### src/rtl/led_show_if.sv
// Control and LED-drive bundle between board-level control and the light-show driver.
// Level-held signals only (no valid/ready): inputs are sampled every clk, outputs are valid every clk.
interface led_show_if #(
  parameter int N_LED = 16,
  parameter int PWM_W = 4
);
  logic             en;
  logic [1:0]       mode;
  logic [1:0]       speed;
  logic [PWM_W-1:0] bright;
  logic [N_LED-1:0] led;
  logic             frame;
  logic [1:0]       dbg_mode;

  modport master (output en, mode, speed, bright, input led, frame, dbg_mode);
  modport slave  (input en, mode, speed, bright, output led, frame, dbg_mode);
endinterface

### src/rtl/led_show_drv.sv
// Parametrised LED light-show driver: outward/inward shift, bounce scanner and bar fill,
// with a speed-selectable tick prescaler, PWM brightness and a one-clk frame pulse.
module led_show_drv #(
  parameter int N_LED  = 16,
  parameter int TICK_W = 23,
  parameter int BURST  = 3,
  parameter int PERIOD = 16,
  parameter int PWM_W  = 4
) (
  input  logic       clk,
  input  logic       rst,
  led_show_if.slave  bus
);
  localparam int H     = N_LED / 2;
  localparam int POS_W = $clog2(N_LED);
  localparam int LVL_W = $clog2(N_LED + 1);
  localparam int CS_W  = $clog2(PERIOD);
  localparam logic [CS_W-1:0]  BURST_C  = CS_W'(BURST);
  localparam logic [CS_W-1:0]  CS_LAST  = CS_W'(PERIOD - 1);
  localparam logic [POS_W-1:0] POS_TOP  = POS_W'(N_LED - 1);
  localparam logic [LVL_W-1:0] LVL_TOP  = LVL_W'(N_LED);

  typedef enum logic [1:0] {M_SHIFT_OUT, M_SHIFT_IN, M_BOUNCE, M_FILL} mode_e;
  typedef enum logic {DIR_UP, DIR_DOWN} dir_e;

  logic [TICK_W-1:0] cnt_t, cnt_t_n, tick_mask;
  mode_e             mode_q, mode_q_n, mode_in;
  logic [H-1:0]      lo_h, lo_h_n, hi_h, hi_h_n;
  logic [POS_W-1:0]  pos, pos_n;
  dir_e              dir, dir_n;
  logic [LVL_W-1:0]  level, level_n;
  logic [CS_W-1:0]   cnt_s, cnt_s_n;
  logic [PWM_W-1:0]  pwm_cnt, pwm_n;
  logic              frame_pend, frame_pend_n, frame_q, frame_q_n;
  logic [N_LED-1:0]  pattern, led_q, led_n;
  logic              tck, s_in;

  assign mode_in   = mode_e'(bus.mode);
  // Faster speeds shorten the run of low ones that must match, halving the tick period per step.
  assign tick_mask = {TICK_W{1'b1}} >> bus.speed;
  assign tck       = &(cnt_t | ~tick_mask);
  assign s_in      = (cnt_s < BURST_C);

  always_comb begin
    pattern = '0;
    case (mode_q)
      M_SHIFT_OUT: pattern = {hi_h, lo_h};
      M_SHIFT_IN:  pattern = {lo_h, hi_h};
      M_BOUNCE:    pattern[pos] = 1'b1;
      M_FILL:      for (int i = 0; i < N_LED; i++) pattern[i] = (LVL_W'(i) < level);
      default:     pattern = '0;
    endcase
  end

  always_comb begin
    cnt_t_n      = cnt_t + 1'b1;
    mode_q_n     = mode_q;
    lo_h_n       = lo_h;
    hi_h_n       = hi_h;
    pos_n        = pos;
    dir_n        = dir;
    level_n      = level;
    cnt_s_n      = cnt_s;
    frame_pend_n = 1'b0;
    pwm_n        = pwm_cnt + 1'b1;
    led_n        = pattern & {N_LED{pwm_cnt <= bus.bright}};
    frame_q_n    = frame_pend;
    // A mode change restarts the new pattern from its cleared state and swallows any tick.
    if (mode_in != mode_q) begin
      mode_q_n = mode_in;
      cnt_t_n  = '0;
      lo_h_n   = '0;
      hi_h_n   = '0;
      pos_n    = '0;
      dir_n    = DIR_UP;
      level_n  = '0;
      cnt_s_n  = '0;
    end else if (tck) begin
      case (mode_q)
        M_SHIFT_OUT, M_SHIFT_IN: begin
          hi_h_n       = {hi_h[H-2:0], s_in};
          lo_h_n       = {s_in, lo_h[H-1:1]};
          cnt_s_n      = cnt_s + 1'b1;
          frame_pend_n = (cnt_s == CS_LAST);
        end
        M_BOUNCE: begin
          if (dir == DIR_UP) begin
            pos_n = pos + 1'b1;
            if (pos_n == POS_TOP) dir_n = DIR_DOWN;
          end else begin
            pos_n = pos - 1'b1;
            if (pos_n == '0) begin
              dir_n        = DIR_UP;
              frame_pend_n = 1'b1;
            end
          end
        end
        default: begin
          if (level == LVL_TOP) begin
            level_n      = '0;
            frame_pend_n = 1'b1;
          end else begin
            level_n = level + 1'b1;
          end
        end
      endcase
    end
  end

  // en low is a full clear, just like rst, so the show always restarts from scratch.
  always_ff @(posedge clk) begin
    if (rst || !bus.en) begin
      cnt_t      <= '0;
      mode_q     <= M_SHIFT_OUT;
      lo_h       <= '0;
      hi_h       <= '0;
      pos        <= '0;
      dir        <= DIR_UP;
      level      <= '0;
      cnt_s      <= '0;
      pwm_cnt    <= '0;
      frame_pend <= 1'b0;
      led_q      <= '0;
      frame_q    <= 1'b0;
    end else begin
      cnt_t      <= cnt_t_n;
      mode_q     <= mode_q_n;
      lo_h       <= lo_h_n;
      hi_h       <= hi_h_n;
      pos        <= pos_n;
      dir        <= dir_n;
      level      <= level_n;
      cnt_s      <= cnt_s_n;
      pwm_cnt    <= pwm_n;
      frame_pend <= frame_pend_n;
      led_q      <= led_n;
      frame_q    <= frame_q_n;
    end
  end

  assign bus.led      = bus.en ? led_q : '0;
  assign bus.frame    = bus.en & frame_q;
  assign bus.dbg_mode = mode_q;
endmodule
### src/flat_wrapper.sv
// flat-port wrapper written by rule: the top's interface ports become plain ports
module led_show_drv_flat 
#(
  parameter int N_LED  = 16,
  parameter int TICK_W = 23,
  parameter int BURST  = 3,
  parameter int PERIOD = 16,
  parameter int PWM_W  = 4
)
  (clk, rst, bus_en, bus_mode, bus_speed, bus_bright, bus_led, bus_frame, bus_dbg_mode);
  led_show_if #(.N_LED(N_LED), .PWM_W(PWM_W)) bus_i ();
  input  logic clk;
  input  logic rst;
  input wire logic [$bits(bus_i.en)-1:0] bus_en;
  input wire logic [$bits(bus_i.mode)-1:0] bus_mode;
  input wire logic [$bits(bus_i.speed)-1:0] bus_speed;
  input wire logic [$bits(bus_i.bright)-1:0] bus_bright;
  output wire logic [$bits(bus_i.led)-1:0] bus_led;
  output wire logic [$bits(bus_i.frame)-1:0] bus_frame;
  output wire logic [$bits(bus_i.dbg_mode)-1:0] bus_dbg_mode;
  assign bus_i.en = bus_en;
  assign bus_i.mode = bus_mode;
  assign bus_i.speed = bus_speed;
  assign bus_i.bright = bus_bright;
  assign bus_led = bus_i.led;
  assign bus_frame = bus_i.frame;
  assign bus_dbg_mode = bus_i.dbg_mode;
  led_show_drv #(.N_LED(N_LED), .TICK_W(TICK_W), .BURST(BURST), .PERIOD(PERIOD), .PWM_W(PWM_W)) u_core (.clk(clk), .rst(rst), .bus(bus_i));
endmodule
### config.mk
export PLATFORM = sky130hd
export DESIGN_NAME = led_show_drv_flat
export DESIGN_NICKNAME = d
export VERILOG_FILES = /design/src/rtl/led_show_if.sv /design/src/rtl/led_show_drv.sv /design/src/flat_wrapper.sv
export SDC_FILE = /design/constraint.sdc
export NUM_CORES = 1
export LEC_CHECK = 0
export BUFFER_PORTS_ARGS = -buffer_cell sky130_fd_sc_hd__buf_2
export CAP_MARGIN = 0
export CELL_PAD_IN_SITES_DETAIL_PLACEMENT = 1
export CELL_PAD_IN_SITES_GLOBAL_PLACEMENT = 1
export CORE_ASPECT_RATIO = 2
export CORE_UTILIZATION = 40
export CTS_CLUSTER_DIAMETER = 100
export DETAILED_ROUTE_END_ITERATION = 10
export PLACE_DENSITY_LB_ADDON = 0.1
export SLEW_MARGIN = 10
export SYNTH_ARGS = -nofsm -noshare
export SYNTH_HDL_FRONTEND = slang
export SYNTH_SLANG_ARGS = --single-unit
export TNS_END_PERCENT = 30
### constraint.sdc
create_clock -name clk -period 4.1 [get_ports clk]
set_input_delay 0.205 -clock clk [delete_from_list [all_inputs] [get_ports clk]]
set_output_delay 0.205 -clock clk [all_outputs]
set_load 0.02 [all_outputs]
# Word level (Yosys, flattened, before mapping)

Cells that the tools add are included.
W data, S select, Z words.

Register bits after elaboration: 77
Bits in latches: 0
RAM bits: 0
Bits in read-only memories: 0
Input bits: 11
Output and inout bits: 19
Word-level logic and storage cells: 78
Memories kept: 0

Add/subtract/negate cells: 6
$mul: 0
Divide/modulo/power cells: 0
$lt $le $gt $ge: 20
Equality and inequality tests: 7
Shift operators: 1
Muxes and demuxes: 13
Bitwise operators: 6
Reduce and logical (&&, ||, !) cells: 13

Operator list:

| operator                | count |
|---|---|
| $reduce_and A24 Y1      | 3 |
| $pmux W16 S4            | 1 |
| $lt A4 B5 Y1 const A    | 8 |
| $add A23 B1 Y23 const B | 1 |
| $not A23 Y23            | 1 |
| $or A23 B23 Y23         | 1 |
| $reduce_and A23 Y1      | 1 |
| $shr A23 B2 Y23 const A | 1 |
| $lt A3 B5 Y1 const A    | 4 |
| $and A16 B16 Y16        | 1 |
| $mux W16                | 1 |
| $add A4 B1 Y4 const B   | 3 |
| $lt A1 B5 Y1 const A    | 2 |
| $lt A2 B5 Y1 const A    | 2 |
| $eq A4 B4 Y1 const B    | 2 |
| $mux W1                 | 7 |
| $reduce_or A3 Y1        | 2 |
| $add A5 B1 Y5 const B   | 1 |
| $eq A5 B5 Y1 const B    | 1 |
| $lt A4 B5 Y1 const B    | 1 |
| $mux W5                 | 1 |
| $demux W1 S4            | 1 |
| $eq A2 B2 Y1 const B    | 2 |
| $ge A4 B1 Y1 const B    | 1 |
| other kinds (15)        | 17 |

# Depth between registers and ports, before layout

Word-level depth: 6
Gate-level depth with buffers: 8
Depth with buffers taken out: 7

# Worst setup path after synthesis

No wires, ideal clock.

Path type: register to register
Start point: register u_core.cnt_t[6]
End point: register u_core.level[4]
Library setup time: 71 ps
Data arrival time: 2114 ps
Required time: 4029 ps
Slack: 1915 ps
Cell stages (with the launch flop): 8
Buffers on the path: 2
Clock period less this slack: 2185 ps
Cell sequence: dfxtp_1 -> nand4_2 -> or3_1 -> buf_2 -> or4_1 -> buf_2 -> or4_1 -> a21oi_1

Word-level cells in the longest chain between the ends: 2

Ends and longest elaborated chain:

| element                             | RTL line            | source |
|---|---|---|
| from (decl)                         | led_show_drv.sv:26  | `logic [TICK_W-1:0] cnt_t, cnt_t_n, tick_mask;` |
| from (signal assigned)              | led_show_drv.sv:126 | `cnt_t <= cnt_t_n;` |
| $or A23 B23 Y23                     | led_show_drv.sv:41  | `assign tck = &(cnt_t \| ~tick_mask);` |
| $reduce_and A24 Y1 (no source line) | n/a                 |  |
| to (signal assigned)                | led_show_drv.sv:132 | `level <= level_n;` |
| to (decl)                           | led_show_drv.sv:31  | `logic [LVL_W-1:0] level, level_n;` |

Every way passes these cells.
A chain may end at the register's enable or synchronous reset.

# Worst setup path after layout

Start point: register u_core.cnt_t[6]
End point: register u_core.hi_h[0]

Word-level cells in the longest chain between the ends: 2

Ends and longest elaborated chain:

| element                             | RTL line            | source |
|---|---|---|
| $or A23 B23 Y23                     | led_show_drv.sv:41  |  |
| $reduce_and A24 Y1 (no source line) | n/a                 |  |
| to (signal assigned)                | led_show_drv.sv:129 | `hi_h <= hi_h_n;` |
| to (decl)                           | led_show_drv.sv:28  | `logic [H-1:0] lo_h, lo_h_n, hi_h, hi_h_n;` |

Every way passes these cells.

==> impl_metrics.yaml <==
run_status:
  run_status: "complete, no violations"
worst_setup_path:
  endpoint_class_of_the_critical_path: "flip-flop"
  crit_path_max_fanout: 14
  setup.worst_path.start_class: "flip-flop"
  r2r.worst_path.cells: 5
  worstSetupPathType: "reg2reg"
  r2r_setup_slack_ps: 1600
  worst_ep_required_time_ps: 4350
  crit-reg2reg-capture: "u_core.hi_h[0]"
  worst-endpoint-arrival_ps: 2750
  worst_r2r_startpoint: "u_core.cnt_t[6]"
clocking:
  clkSlewWorstSetupHoldPaths_ps: 50
  tritoncts_clock_tree: "done"
  post_cts_resize_count: 0
  post-cts-setup-buffers: 0
  post_cts_hold_buffer_count: 0
  cts_buffers: 9
  clockRootBuffer: "sky130_fd_sc_hd__clkbuf_16"
  clock_tree_buffer_depth: 2
  clk-insertion-delay-late_ps: 330
  htree_levels: 3
  cts_sinks: 69
yosys:
  postSynthRegisterBits: 69
  netlist-cell-type-count: 44
  synth.cells.most_frequent: "sky130_fd_sc_hd__dfxtp_1, sky130_fd_sc_hd__nor2_1, sky130_fd_sc_hd__nand2_1"
  post_synth_main_area_contributors: "sky130_fd_sc_hd__dfxtp_1, sky130_fd_sc_hd__a21oi_1, sky130_fd_sc_hd__ha_1"
  syn_nets: 475
  area_fraction_of_the_dominant_cell_type_after_synthesis_pct: 38.7
  synth_seq_area_share_pct: 38.7
  post_synth_inst_count: 449
  yosysMostFrequentCell: "sky130_fd_sc_hd__dfxtp_1"
  synth.cell_area_um2: 3570
  ys_warn_count: 0
  synth_edf_count: 0
  post_synthesis_async_set_or_reset_flop_share_pct: 0
  cell_taking_the_most_area_after_synthesis: "sky130_fd_sc_hd__dfxtp_1"
  yosys_most_used_dff: "sky130_fd_sc_hd__dfxtp_1"
  synth_area_per_cell_um2: 7.96
power_and_ir_drop:
  cellInternalPower_mw: 1.16
  finalPower_mw: 1.47
  power_switching_share_pct: 21.2
  combinational_share_of_power_pct: 3.9
  vdd.ir_drop.worst_uv: 317
  power.switching_mw: 0.312
  power_leakage_nw: 1.41
  power_density_nw_per_um2: 365
  share_clk_of_total_power_pct: 50.1
  pwr-share-seq_pct: 46.0
placed_design:
  io_buffers: 29
  detailed_place.area_um2: 3760
  detail_placement_hpwl_um: 7680
  gp_routability_congestion: 0.877
global_routing:
  grt_first_pass_wirelength_um: 16000
  grt_antenna_before_repair: 0
  grt.overflow.total: 0
  grt_max_degree: 42
  first_global_vias: 3413
  grt_util_all_layers_pct: 23.7
floorplanning:
  floorplan.io_pins: 30
  design.core.area_um2: 8650
  floorplan.initialDensity_pct: 41.3
  floorplan.rows: 48
  die-height_um: 136
  die_width_um: 68.8
  design.die.area_um2: 9340
sta:
  finalSetupViolCount: 0
  maxSlewHeadroom_pct: 29.2
  finalWorstPathRequiredPeriod_ps: 2500
  rsz0062_at_grt: "false"
  fin_crit_sh_pct: 61.1
  fin_skew_ps: 6.09
  worst_pin_slew_ps: 1050
  hold_violation_count_in_the_final_report: 0
  achievable-frequency_mhz: 400
  maxSlewViolCount: 0
  setup_tns_ps: 0
hold_path:
  min_path_cells: 2
  min-delay-start: "bus_mode[0]"
  hold_path_end: "u_core.bus.dbg_mode[0]"
  hold_crit_path_type: "in2reg"
routing:
  detail_route.first_pass.iterations: 4
  vias: 3279
  via_density: 5.75
  initialDrtViolationCount: 117
  detail-route-antenna-nets: 0
  postRouteWirelength_um: 9870
  remaining_routing_drc_violations: 0
  wire_per_inst_um: 17.3
job:
  drv.max_cap_violation_count: 0
layout:
  finish.instance_area_um2: 4040
  finalNetCount: 492
  areaGrowthSynthToFinish_pct: 13.1
  post_route_cells_drive_above_1_share_pct: 10.2
  ant_diodes: 0
  finish.utilization_pct: 46.7
==> through the flow <==
| stage | setup slack, ps | std cells | hold slack [ps] |
|---|---|---|---|
| 6_report | 1600 | 570 | 116 |
| 2_1_floorplan | 1920 | 449 | 327 |
| 4_1_cts | 1570 | 570 | 113 |
| 3_3_place_gp | 1650 | 555 | 434 |
| 5_1_grt | 1440 | 570 | 125 |
| 3_5_place_dp | 1580 | 555 | 447 |
==> worst max-delay path, cell delays in order (launching register included) <==
cell and delay [ps]:
sky130_fd_sc_hd__dfxtp_1 420, sky130_fd_sc_hd__nand4_2 150, sky130_fd_sc_hd__or3_1 450, sky130_fd_sc_hd__or4_1 760, sky130_fd_sc_hd__or4_1 480, sky130_fd_sc_hd__a21oi_1 150
==> state kept, by name (all words and copies together), names as in the netlist <==
register,count
u_core.cnt_t,23
u_core.led_q,16
u_core.hi_h,7
u_core.level,5
u_core.cnt_s,4
u_core.pos,4
u_core.pwm_cnt,4
u_core.bus.dbg_mode,2
u_core.dir,1
u_core.frame_pend,1
u_core.frame_q,1
u_core.lo_h,1
==> area by class of cell <==
cell class	instances	area, µm²
fillers	1094	4610
multi-input cells	335	2020
flip-flops and latches	69	1380
clock buffers	13	240
repair buffers	32	168
well taps	100	125
inverters	19	71.3
clock inverters	2	35.0
==> cell usage in the layout (no fill, tap or decap), types with 2 or more instances in the layout <==
master,n
sky130_fd_sc_hd__a21o_1,3
sky130_fd_sc_hd__a311oi_1,4
sky130_fd_sc_hd__clkbuf_1,4
sky130_fd_sc_hd__dfxtp_1,69
sky130_fd_sc_hd__ha_1,15
sky130_fd_sc_hd__buf_4,3
sky130_fd_sc_hd__or3_1,12
sky130_fd_sc_hd__nor2b_1,10
sky130_fd_sc_hd__nor3_1,11
sky130_fd_sc_hd__nand2_1,45
sky130_fd_sc_hd__mux2i_1,2
sky130_fd_sc_hd__nor4_1,5
sky130_fd_sc_hd__o31ai_1,3
sky130_fd_sc_hd__buf_2,29
sky130_fd_sc_hd__o32ai_1,2
sky130_fd_sc_hd__nand3_1,12
sky130_fd_sc_hd__clkbuf_16,9
sky130_fd_sc_hd__a21oi_1,38
sky130_fd_sc_hd__nand2b_1,4
sky130_fd_sc_hd__nor2_1,48
sky130_fd_sc_hd__or4_1,7
sky130_fd_sc_hd__a211oi_1,9
sky130_fd_sc_hd__a31oi_1,7
sky130_fd_sc_hd__and2_1,23
sky130_fd_sc_hd__xor2_1,11
sky130_fd_sc_hd__inv_1,19
sky130_fd_sc_hd__xnor2_1,17
sky130_fd_sc_hd__nand4_1,5
sky130_fd_sc_hd__o22ai_1,5
sky130_fd_sc_hd__and4_1,3
sky130_fd_sc_hd__o21ai_1,2
sky130_fd_sc_hd__o21ai_0,19
==> cells by family (layout without fill, tap and decap cells) <==
group	after synthesis	after routing	synth area share (%)
compound gates	99	99	16.7
xor+xnor	28	28	6.87
fa+ha+maj	15	15	5.25
buf+inv	45	66	4.80
flops	69	69	38.7
mux	3	3	0.876
simple gates	190	190	26.9
==> how the worst max path moves through the flow <==
| stage | from | to | slack (ps) | depth (start not counted) |
|---|---|---|---|---|
| after detailed placement | u_core.cnt_t[6] | u_core.hi_h[0] | 1580 | 5 |
| after global placement | u_core.cnt_t[6] | u_core.hi_h[0] | 1650 | 5 |
| final | u_core.cnt_t[6] | u_core.hi_h[0] | 1600 | 5 |
| after floorplan | u_core.cnt_t[6] | u_core.level[4] | 1920 | 7 |
| after CTS | u_core.cnt_t[6] | u_core.hi_h[0] | 1570 | 5 |
| after global routing | u_core.cnt_t[6] | u_core.hi_h[0] | 1440 | 5 |
==> layer usage <==
| layer | GRT usage, % | routed length [µm] | vias to the layer above |
|---|---|---|---|
| li1 | - | - | 1596 |
| met4 | 15.2 | 454 | 0 |
| met5 | 0 | 0 | - |
| met3 | 4.46 | 258 | 31 |
| met1 | 20.7 | 3320 | 1596 |
| met2 | 45.3 | 5830 | 56 |
==> power by group through the flow <==
stage	Clock [mW]	Sequential [mW]	Combinational, mW
global placement	0	0.693	0.0572
finish	0.739	0.679	0.0574
CTS	0.756	0.679	0.0586
global route	0.775	0.679	0.0658
detailed placement	0	0.693	0.0581
floorplan	0	0.693	0.0390
Power figures use the tool's default switching activity.
